<file path="config.mk">
export PLATFORM = sky130hd
export DESIGN_NAME = cpu_run_controller
export DESIGN_NICKNAME = d
export VERILOG_FILES = /design/src/rtl/cpu_run_controller.sv
export SDC_FILE = /design/constraint.sdc
export NUM_CORES = 1
export LEC_CHECK = 0
export ABC_CLOCK_PERIOD_IN_PS = 5800
export CAP_MARGIN = 10
export CORE_MARGIN = 4
export CORE_UTILIZATION = 40
export DETAILED_ROUTE_END_ITERATION = 6
export SETUP_SLACK_MARGIN = 0.02
export SYNTH_ARGS = -nofsm -noshare
export SYNTH_HDL_FRONTEND = slang
export SYNTH_SLANG_ARGS = --single-unit
</file>
<file path="constraint.sdc">
create_clock -name CLK100MHZ -period 5.8 [get_ports CLK100MHZ]
set_clock_uncertainty 0.15 [all_clocks]
set_input_delay 0.87 -clock CLK100MHZ [delete_from_list [all_inputs] [get_ports CLK100MHZ]]
set_output_delay 0.87 -clock CLK100MHZ [all_outputs]
set_load 0.01 [all_outputs]
</file>
<file path="src/rtl/cpu_run_controller.sv">
// cpu_run_controller: owns the core's RST_N/HALT pins and sequences reset,
// slow run, fast run and single-step execution from board switches/buttons.
// Optional feature macro: CPU_CTRL_DEBOUNCE_EN (counter-based button debouncer).
module cpu_run_controller #(
    parameter int unsigned TICK_DIV        = 50_000_000,
    parameter int unsigned RESET_CYCLES    = 16,
    parameter int unsigned DEBOUNCE_CYCLES = 1_000_000
) (
    input  logic        CLK100MHZ,
    input  logic        RST_N,
    input  logic        soft_rst,
    input  logic        run_en,
    input  logic        fast_en,
    input  logic        step_btn,
    input  logic        halt_btn,
    output logic        cpu_rst_n,
    output logic        cpu_halt,
    output logic [15:0] step_count,
    output logic [1:0]  state
);

    localparam int unsigned TICK_W = $clog2(TICK_DIV);
    localparam int unsigned RST_W  = (RESET_CYCLES > 1) ? $clog2(RESET_CYCLES) : 1;
    localparam logic [TICK_W-1:0] TICK_LAST = TICK_W'(TICK_DIV - 1);
    localparam logic [RST_W-1:0]  RST_LAST  = RST_W'(RESET_CYCLES - 1);

    // Elaboration-time parameter sanity checks
    if (TICK_DIV < 2) begin : g_bad_tick
        $error("TICK_DIV must be >= 2");
    end
    if (RESET_CYCLES < 1) begin : g_bad_reset
        $error("RESET_CYCLES must be >= 1");
    end
    if (DEBOUNCE_CYCLES < 1) begin : g_bad_debounce
        $error("DEBOUNCE_CYCLES must be >= 1");
    end

    typedef enum logic [1:0] {
        RESET_HOLD = 2'd0,
        HALTED     = 2'd1,
        RUN        = 2'd2,
        STEP       = 2'd3
    } state_t;

    state_t            cur;
    state_t            nxt;
    logic [1:0]        step_sync;
    logic [1:0]        halt_sync;
    logic              step_lvl;
    logic              halt_c;
    logic              step_prev;
    logic              step_pulse;
    logic [RST_W-1:0]  rst_cnt;
    logic [TICK_W-1:0] tick_cnt;
    logic              halt_nxt;
    logic              rst_n_nxt;

    // Two-flop synchronizers for the asynchronous buttons
    always_ff @(posedge CLK100MHZ or negedge RST_N) begin
        if (!RST_N) begin
            step_sync <= 2'b00;
            halt_sync <= 2'b00;
        end else begin
            step_sync <= {step_sync[0], step_btn};
            halt_sync <= {halt_sync[0], halt_btn};
        end
    end

`ifdef CPU_CTRL_DEBOUNCE_EN
    localparam int unsigned DB_W = (DEBOUNCE_CYCLES > 1) ? $clog2(DEBOUNCE_CYCLES) : 1;
    localparam logic [DB_W-1:0] DB_LAST = DB_W'(DEBOUNCE_CYCLES - 1);

    logic [DB_W-1:0] step_db_cnt;
    logic [DB_W-1:0] halt_db_cnt;
    logic            halt_lvl;

    // Accept a new level only after it has persisted; any bounce restarts the count
    always_ff @(posedge CLK100MHZ or negedge RST_N) begin
        if (!RST_N) begin
            step_db_cnt <= '0;
            halt_db_cnt <= '0;
            step_lvl    <= 1'b0;
            halt_lvl    <= 1'b0;
        end else begin
            if (step_sync[1] == step_lvl) begin
                step_db_cnt <= '0;
            end else if (step_db_cnt == DB_LAST) begin
                step_lvl    <= step_sync[1];
                step_db_cnt <= '0;
            end else begin
                step_db_cnt <= step_db_cnt + DB_W'(1);
            end

            if (halt_sync[1] == halt_lvl) begin
                halt_db_cnt <= '0;
            end else if (halt_db_cnt == DB_LAST) begin
                halt_lvl    <= halt_sync[1];
                halt_db_cnt <= '0;
            end else begin
                halt_db_cnt <= halt_db_cnt + DB_W'(1);
            end
        end
    end

    assign halt_c = halt_lvl;
`else
    // Without the debouncer the synchronized levels are used directly
    assign step_lvl = step_sync[1];
    assign halt_c   = halt_sync[1];
`endif

    // Registered rising-edge detector: one step_pulse per button press
    always_ff @(posedge CLK100MHZ or negedge RST_N) begin
        if (!RST_N) begin
            step_prev  <= 1'b0;
            step_pulse <= 1'b0;
        end else begin
            step_prev  <= step_lvl;
            step_pulse <= step_lvl & ~step_prev;
        end
    end

    // FSM state register
    always_ff @(posedge CLK100MHZ or negedge RST_N) begin
        if (!RST_N) begin
            cur <= RESET_HOLD;
        end else begin
            cur <= nxt;
        end
    end

    // Next-state and next-output decode; soft_rst overrides every transition
    always_comb begin
        nxt       = cur;
        halt_nxt  = 1'b1;
        rst_n_nxt = 1'b1;

        case (cur)
            RESET_HOLD: if (rst_cnt == RST_LAST) nxt = HALTED;
            HALTED: begin
                if (run_en && !halt_c) begin
                    nxt = RUN;
                end else if (!run_en && !halt_c && step_pulse) begin
                    nxt = STEP;
                end
            end
            RUN:     if (!run_en) nxt = HALTED;
            STEP:    nxt = HALTED;
            default: nxt = RESET_HOLD;
        endcase

        if (soft_rst) begin
            nxt = RESET_HOLD;
        end

        if (nxt == STEP) begin
            halt_nxt = 1'b0;
        end else if (nxt == RUN && !halt_c && (fast_en || tick_cnt == TICK_LAST)) begin
            halt_nxt = 1'b0;
        end

        rst_n_nxt = (nxt != RESET_HOLD);
    end

    // Reset-hold and slow-run tick counters; the tick counter idles at zero outside RUN
    always_ff @(posedge CLK100MHZ or negedge RST_N) begin
        if (!RST_N) begin
            rst_cnt  <= '0;
            tick_cnt <= '0;
        end else begin
            if (soft_rst || cur != RESET_HOLD || rst_cnt == RST_LAST) begin
                rst_cnt <= '0;
            end else begin
                rst_cnt <= rst_cnt + RST_W'(1);
            end

            if (soft_rst || cur != RUN) begin
                tick_cnt <= '0;
            end else if (!fast_en && !halt_c) begin
                tick_cnt <= (tick_cnt == TICK_LAST) ? '0 : tick_cnt + TICK_W'(1);
            end
        end
    end

    // Registered core controls and enabled-cycle counter
    always_ff @(posedge CLK100MHZ or negedge RST_N) begin
        if (!RST_N) begin
            cpu_rst_n  <= 1'b0;
            cpu_halt   <= 1'b1;
            step_count <= 16'd0;
        end else begin
            cpu_rst_n <= rst_n_nxt;
            cpu_halt  <= halt_nxt;
            if (soft_rst) begin
                step_count <= 16'd0;
            end else if (cpu_rst_n && !cpu_halt) begin
                step_count <= step_count + 16'd1;
            end
        end
    end

    assign state = cur;

endmodule

</file>
# --- Word level (Yosys, flattened, before mapping) ---
# Index checks and enable logic that the tools add are counted.
totals:
  regBits: 56
  output_inout_bits: 20
op_classes:
  n_addsub: 3
  eq_ne: 8
  n_mux: 14
  bitwise: 2
  n_reduce_logical: 20
ops:
  columns: ["operator", "n"]
  rows:
  - ["2-to-1 mux 26 bit", 3]
  - ["2-to-1 mux 16 bit", 2]
  - ["adder 26 x 1 -> 26 bit (second input constant)", 1]
  - ["== test 26 bit (second input constant)", 1]
  - ["adder 16 x 1 -> 16 bit (second input constant)", 1]
  - ["2-to-1 mux 2 bit", 5]
  - ["== test 2 bit (second input constant)", 4]
  - ["one-hot mux 2 bit (4 select lines)", 1]
  - ["nonzero test 2 bit", 4]
  - ["logical AND 1 bit", 7]
  - ["adder 4 x 1 -> 4 bit (second input constant)", 1]
  - ["== test 4 bit (second input constant)", 1]
  - ["logical NOT 1 bit", 4]
  - ["logical OR 1 bit", 4]
  - ["2-to-1 mux 4 bit", 1]
  - ["== test 2 x 1 -> 1 bit (second input constant)", 1]
  - ["logical NOT 2 bit", 1]
  - ["2-to-1 mux 1 bit", 2]
  - ["inequality test 2 bit (second input constant)", 1]
  - ["bitwise AND 1 bit", 1]
  - ["NOT 1 bit", 1]

# --- Logic depth before layout (Yosys ltp) ---
# Gate-level depths: netlist (run 1).
depth:
  ltp_word: 12
  ltp_mapped: 7
  mapped_depth_nobuf: 6

# --- Worst setup path after synthesis (run 1) ---
# OpenSTA, ideal clock, no wires.
synth_timing:
  path_kind: "input to register"
  startpoint: "input port fast_en"
  endpoint: "register tick_cnt[13]"
  setup_ns: 0.083
  t_arrival_ns: 2.074
  t_required_ns: 5.567
  setup_slack_ns: 3.494
  stages: 6
  path_buffers: 2
  path_cell_list: "or2_2 > clkbuf_1 > a21oi_1 > buf_2 > or4b_1 > o21ai_0"
synth_via:
  elab_chain_len: 3
synth_lines:
  columns: ["element", "line_no", "rtl"]
  rows:
  - ["start, declared", "13", "input logic fast_en,"]
  - ["logical NOT 1 bit", "179", "end else if (!fast_en && !halt_c) begin"]
  - ["logical AND 1 bit", "179", null]
  - ["nonzero test 2 bit (no source line)", null, null]
  - ["end signal, assigned", "180", "tick_cnt <= (tick_cnt == TICK_LAST) ? '0 : tick_cnt + TICK_W'(1);"]
  - ["end, declared", "54", "logic [TICK_W-1:0] tick_cnt;"]
# No other way between the ends.
# A chain may end at the register's enable or synchronous reset.

# --- Worst setup path in the final report (run 1) ---
layout_timing:
  startpoint: "input port soft_rst"
  endpoint: "register tick_cnt[13]"
layout_via:
  elab_chain_len: 2
layout_lines:
  columns: ["element", "line_no", "rtl"]
  rows:
  - ["start, declared", "11", "input logic soft_rst,"]
  - ["logical OR 1 bit *", "177", "if (soft_rst || cur != RUN) begin"]
  - ["2-to-1 mux 26 bit or nonzero test 2 bit (tied branches)", null, null]
# Every way passes the cells marked *; elsewhere a longest branch is shown, timed or not.

==> results of run 1 <==
## cells by family after synthesis
group	synth area share
multiplexers	0.00679
AO/OA/AOI/OAI	0.111
XOR/XNOR	0.0594
buffers and inverters	0.0221
AND/OR/NAND/NOR	0.312
adder cells (fa/ha/maj)	0.0127
flip-flops	0.476
## cell usage in the layout, fill, tap and decap left out, types with 2 or more instances in the layout
master | Yosys | layout
dfrtp_1 | 55 | 55
nand2_1 | 36 | 36
nor2_1 | 35 | 35
a21oi_1 | 26 | 26
clkdlybuf4s50_1 | 0 | 25
nand3_1 | 19 | 19
nand4_1 | 15 | 15
xor2_1 | 11 | 11
xnor2_1 | 9 | 9
o21ai_0 | 9 | 9
o21ai_1 | 9 | 9
nor3_1 | 8 | 8
or3_1 | 7 | 7
nor4_1 | 6 | 6
clkbuf_8 | 0 | 6
nand4b_1 | 5 | 5
nand2b_1 | 4 | 4
inv_1 | 4 | 4
nor2b_1 | 3 | 3
a311oi_1 | 3 | 3
or4b_1 | 3 | 3
nand3b_1 | 3 | 3
and4_1 | 3 | 3
ha_1 | 3 | 3
or4_1 | 2 | 2
nor4_4 | 2 | 2
nor3_2 | 2 | 2
o22ai_1 | 2 | 2
mux2i_1 | 2 | 2
a22oi_1 | 2 | 2
buf_4 | 1 | 2
## cell type report
type	count	area [um^2]	share of cell area
Clock buffer	7	86.3	0.0255
Clock inverter	1	7.51	0.00222
Inverter	4	15.0	0.00443
Multi-Input combinational cell	244	1480	0.437
Sequential cell	56	1400	0.414
Tap cell	99	124	0.0366
Timing Repair Buffer	28	270	0.0798
## critical path, delay by kind of cell
family	cells	cell delay (ps)
and+or+nand+nor	2	1490
buffers and inverters	1	780
AOI/OAI and AO/OA	1	80
## power by group
part | internal [mW] | switching, mW
Clock | 0.0975 | 0.129
Combinational | 0.00686 | 0.0180
Sequential | 0.394 | 0.00248
Total | 0.498 | 0.149
## flip-flops by register name, indices dropped and copies added, names as in the netlist
| name | flops |
|---|---|
| tick_cnt | 26 |
| step_count | 16 |
| rst_cnt | 4 |
| halt_sync | 2 |
| state | 2 |
| step_sync | 2 |
| cpu_halt | 1 |
| cpu_rst_n | 1 |
| step_prev | 1 |
| step_pulse | 1 |
## per-stage QoR
stage | hold WS [ps] | worst slack, ps | utilization
global route | 238 | 2490 | 0.469
detailed placement | 191 | 2280 | 0.456
finish | 210 | 2650 | 0.469
global placement | 196 | 2360 | 0.456
floorplan | 181 | 3490 | -
CTS | 214 | 2630 | 0.469
## path summary, 6_finish.rpt
path / startpoint / to / slack, ps / depth (start not counted)
worst min register to register: step_sync[0] / step_sync[1] / 210 / 0
worst max register to register: halt_sync[1] / tick_cnt[13] / 3270 / 4
max in group asynchronous: RST_N / tick_cnt[11] / 4490 / 2
worst min-delay path: step_sync[0] / step_sync[1] / 210 / 0
worst max-delay path: soft_rst / tick_cnt[13] / 2650 / 4
min in group asynchronous: RST_N / rst_cnt[0] / 520 / 2
## layer usage
layer / up-vias / part of all wire
met5: - / 0
met4: 0 / 0.014
met3: 9 / 0.059
met2: 78 / 0.44
met1: 1195 / 0.48
li1: 1198 / -
==> run metrics, run 1 <==
Remaining Overflow, GRT=0; via count=2480; GR Util All Layers=0.168; Clock Tree Buf Depth=2; Netlist cell types=48; worst hold path type=reg2reg; GRT met2 Usage=0.247; setup violators final=0; most frequent cell after synthesis=dfrtp_1; Final Max Tran Viols=0; Final period util=0.542; Post-DRT Antenna Nets=0; dpl hpwl=4.70 mm; cell area after layout=3390 um^2; fin crit period=3150 ps; RSZ-0062 raised after global routing=false; Worst EP required=5890 ps; Fill cells=716; Yosys warning count=0; final net count=349; overall die width=93.8 um; Area growth, synth to finish=14.9%; Hold Buf Count CTS=0; Syn Nets=326; WS Path Type=in2reg; delay of the slowest critical-path stage=800 ps; worst path cell trace=clkdlybuf4s50_1 -> nand2b_1 -> or4b_1 -> o21ai_0; Synth area leader=dfrtp_1; power per cell area=191 nW/um^2; CTS Root Cell=clkbuf_8; DRT iter0 DRCs=123; cts bufs inserted=5; syn_area_per_cell=9.33 um^2; Wirelength per Cell=15.7 um; number of I/O pins=27; crit-path max FO=26; sequential area share after synthesis=0.476; gp weighted congestion=0.859; gr busiest metal=met2; Final Non-Filler Cells=439; DRC violations left=0; met1 track demand over resource=0.243; Yosys top cell area share=0.467; Gate Count Post-Synth=316; clock sinks=56; Primary FF master, synth=dfrtp_1; layout cell share with drive strength beyond 1=0.0647; grt met3 use=0.0361; Tightest Pin Transition=1030 ps; # diodes=0; Die Span Y=93.8 um; Rel. slew slack=0.315; initial antenna violation count=0; max_cap viols=0; die area=8810 um^2; status=completed; Reg clk slew, reported paths=100 ps; Leak=1.24 nW; CP startpoint kind=input pin; largest net degree at the start of global routing=57; Inst Count DP=431; setup TNS=0 ps; Via density=5.65; crit path max-delay cell type=nand2b_1; Synth area leaders=dfrtp_1 (47%), nand2_1 (4.6%), nor2_1 (4.5%); Max H-tree Level=2; Worst VDD drop=0.0935 mV; number of global-route vias before repair=2357; TritonCTS clock tree=done; first-pass GRT wire length=12.0 mm; placed inst area=3290 um^2; Design Power=648 uW; drt pass-1 iters=4; top post-synthesis cells by count=dfrtp_1 (55), nand2_1 (36), nor2_1 (35); row count=31; CTS resizes=0; PortBufs=26; clk_lat worst skew=310 ps; Netlist Area Pre-Place=2950 um^2; Starting Density=0.409; Final Hold Fails=0; total wire length=6.89 mm; Post-CTS Setup Bufs=0; Fmax achieved=318 MHz; #FFs+latches synth=56; WP data arrival=3240 ps; CP endpoint kind=flop; async set or reset register ratio after synthesis=1.00; core area=7210 um^2; number of synthesized flops with an enable pin=0
No activity file was read; power rests on OpenSTA's default activity.
==> run 2, diff against run 1 <==
--- a/config.mk
+++ b/config.mk
@@ -5,7 +5,7 @@
 export SDC_FILE = /design/constraint.sdc
 export NUM_CORES = 1
 export LEC_CHECK = 0
-export ABC_CLOCK_PERIOD_IN_PS = 5800
+export ABC_CLOCK_PERIOD_IN_PS = 3250
 export CAP_MARGIN = 10
 export CORE_MARGIN = 4
 export CORE_UTILIZATION = 40
==> constraint.sdc (replaced) <==
create_clock -name CLK100MHZ -period 3.25 [get_ports CLK100MHZ]
set_clock_uncertainty 0.15 [all_clocks]
set_input_delay 0.4875 -clock CLK100MHZ [delete_from_list [all_inputs] [get_ports CLK100MHZ]]
set_output_delay 0.4875 -clock CLK100MHZ [all_outputs]
set_load 0.01 [all_outputs]
==> run 2 against run 1 <==
Register-to-register slack worse by 2300 ps. Critical path depth is 1 higher. Worst hold slack worse by 1.9 ps. Clock power is 74% higher. Via count is 1.4% higher. Count of clock-buffer cells in the layout is 2 lower. Global-route usage is 0.58 points higher. Utilization is 0.73 points higher. Highest routed layer unchanged. Sequential power is 78% higher. Combinational power is 100% higher.
==> run metrics, run 2 (synthesis gave the netlist of run 1 again) <==
CP endpoint kind=flop; worst hold path type=reg2reg; delay of the slowest critical-path stage=610 ps; RSZ-0062 raised after global routing=false; largest registers=tick_cnt: 26 flops, step_count: 16 flops, rst_cnt: 4 flops; overall die width=93.8 um; Tightest Pin Transition=709 ps; Remaining Overflow, GRT=0; layout cell share with drive strength beyond 1=0.0836; Area growth, synth to finish=16.6%; crit-path max FO=10; Worst path top cell family by delay=simple AND/OR/NAND/NOR gates; DRT iter0 DRCs=185; gp weighted congestion=0.903; # diodes=0; Via density=5.64; combinational power share=0.044; Most flops, register=tick_cnt; clock sinks=56; Leak=1.28 nW; fin crit period=2310 ps; clk_lat worst skew=310 ps; hold_ws=209 ps; Critical path buffers and inverters=0; Rel. slew slack=0.527; Final Max Tran Viols=0; max_cap viols=0; post-layout util=0.477; initial antenna violation count=0; Final Hold Fails=0; drt pass-1 iters=5; GR Util All Layers=0.173; dpl hpwl=5.01 mm; worst path cell trace=or4b_1 -> nor4_4 -> nand2_4 -> nor2_2 -> nor3_1; most common cell after layout, fill and taps aside=dfrtp_1; Switching Power=276 uW; pre-CTS setup slack=782 ps; power per cell area=335 nW/um^2; number of I/O pins=27; DRC violations left=0; WS Path Type=reg2reg; Net Sw Frac=0.240; Fmax achieved=432 MHz; Clock Tree Buf Depth=2; PortBufs=26; setup violators final=0; Final period util=0.712; core area=7210 um^2; CTS Root Cell=clkbuf_8; number of global-route vias before repair=2550; CP startpoint kind=flop; Wirelength per Cell=15.5 um; Max H-tree Level=2; cell area after layout=3440 um^2; largest net degree at the start of global routing=25; internal power=876 uW; row count=31; Clock power frac=0.342; total wire length=6.93 mm; Design Power=1.15 mW; Worst VDD drop=0.178 mV; cts bufs inserted=5; setup TNS=0 ps; placed inst area=3340 um^2; TritonCTS clock tree=done; Die Span Y=93.8 um; WP data arrival=2330 ps; max FFs per register=26; Starting Density=0.409; first-pass GRT wire length=12.3 mm; setup slack after layout=937 ps; Final Non-Filler Cells=446; Seq pwr share=0.614; Inst Count DP=437; final net count=356; die area=8810 um^2; Post-DRT Antenna Nets=0; Post-CTS Setup Bufs=0; most frequent cells in the layout=dfrtp_1 (55), nand2_1 (36), nor2_1 (35); status=completed; Worst EP required=3270 ps; crit path max-delay cell type=or4b_1; Reg clk slew, reported paths=110 ps; via count=2514
==> run 2: worst paths after layout <==
kind	cells after the start	startpoint	slack, ps	to
setup reg to reg	5	tick_cnt[7]	940	tick_cnt[16]
setup / recovery	5	tick_cnt[7]	940	tick_cnt[16]
hold / removal	0	step_sync[0]	210	step_sync[1]
min in group asynchronous	2	RST_N	460	step_count[14]
max in group asynchronous	3	RST_N	1840	step_prev
hold reg to reg	0	step_sync[0]	210	step_sync[1]
==> run 2: cell type report <==
| cell class | count | area, um^2 |
|---|---|---|
| tap | 99 | 124 |
| clock buffer | 5 | 68.8 |
| multi-input combinational | 244 | 1480 |
| timing repair buffer | 35 | 325 |
| clock inverter | 3 | 22.5 |
| inverter | 4 | 15.0 |
| sequential | 56 | 1400 |
| fill | 712 | 3780 |
==> run 2: metal layers <==
| metal | part of all wire | routed length [um] | GRT usage | vias up |
|---|---|---|---|---|
| li1 | - | - | - | 1204 |
| met1 | 0.48 | 3320 | 0.244 | 1218 |
| met2 | 0.46 | 3170 | 0.270 | 81 |
| met3 | 0.053 | 368 | 0.0313 | 11 |
| met4 | 0.010 | 72 | 0.0578 | 0 |
| met5 | 0 | 0 | 0 | - |
==> run 2: worst register-to-register path: stages, from the launching register on <==
cell	delay [ps]
dfrtp_1	530
or4b_1	620
nor4_4	400
nand2_4	190
nor2_2	200
nor3_1	70
==> run 2: power by group through the flow <==
stage / combinational [mW] / sequential [mW] / clock, mW
after floorplan: 0.0190 / 0.720 / 0
after global placement: 0.0501 / 0.721 / 0
after detailed placement: 0.0508 / 0.721 / 0
after CTS: 0.0520 / 0.708 / 0.408
after global routing: 0.0578 / 0.708 / 0.440
final: 0.0501 / 0.707 / 0.394
==> run 2: repair_timing <==
| action | in CTS | in global routing |
|---|---|---|
| resized for setup | 0 | 0 |
| endpoints found under the hold margin | 13 | 0 |
| hold buffers | 1 | 0 |
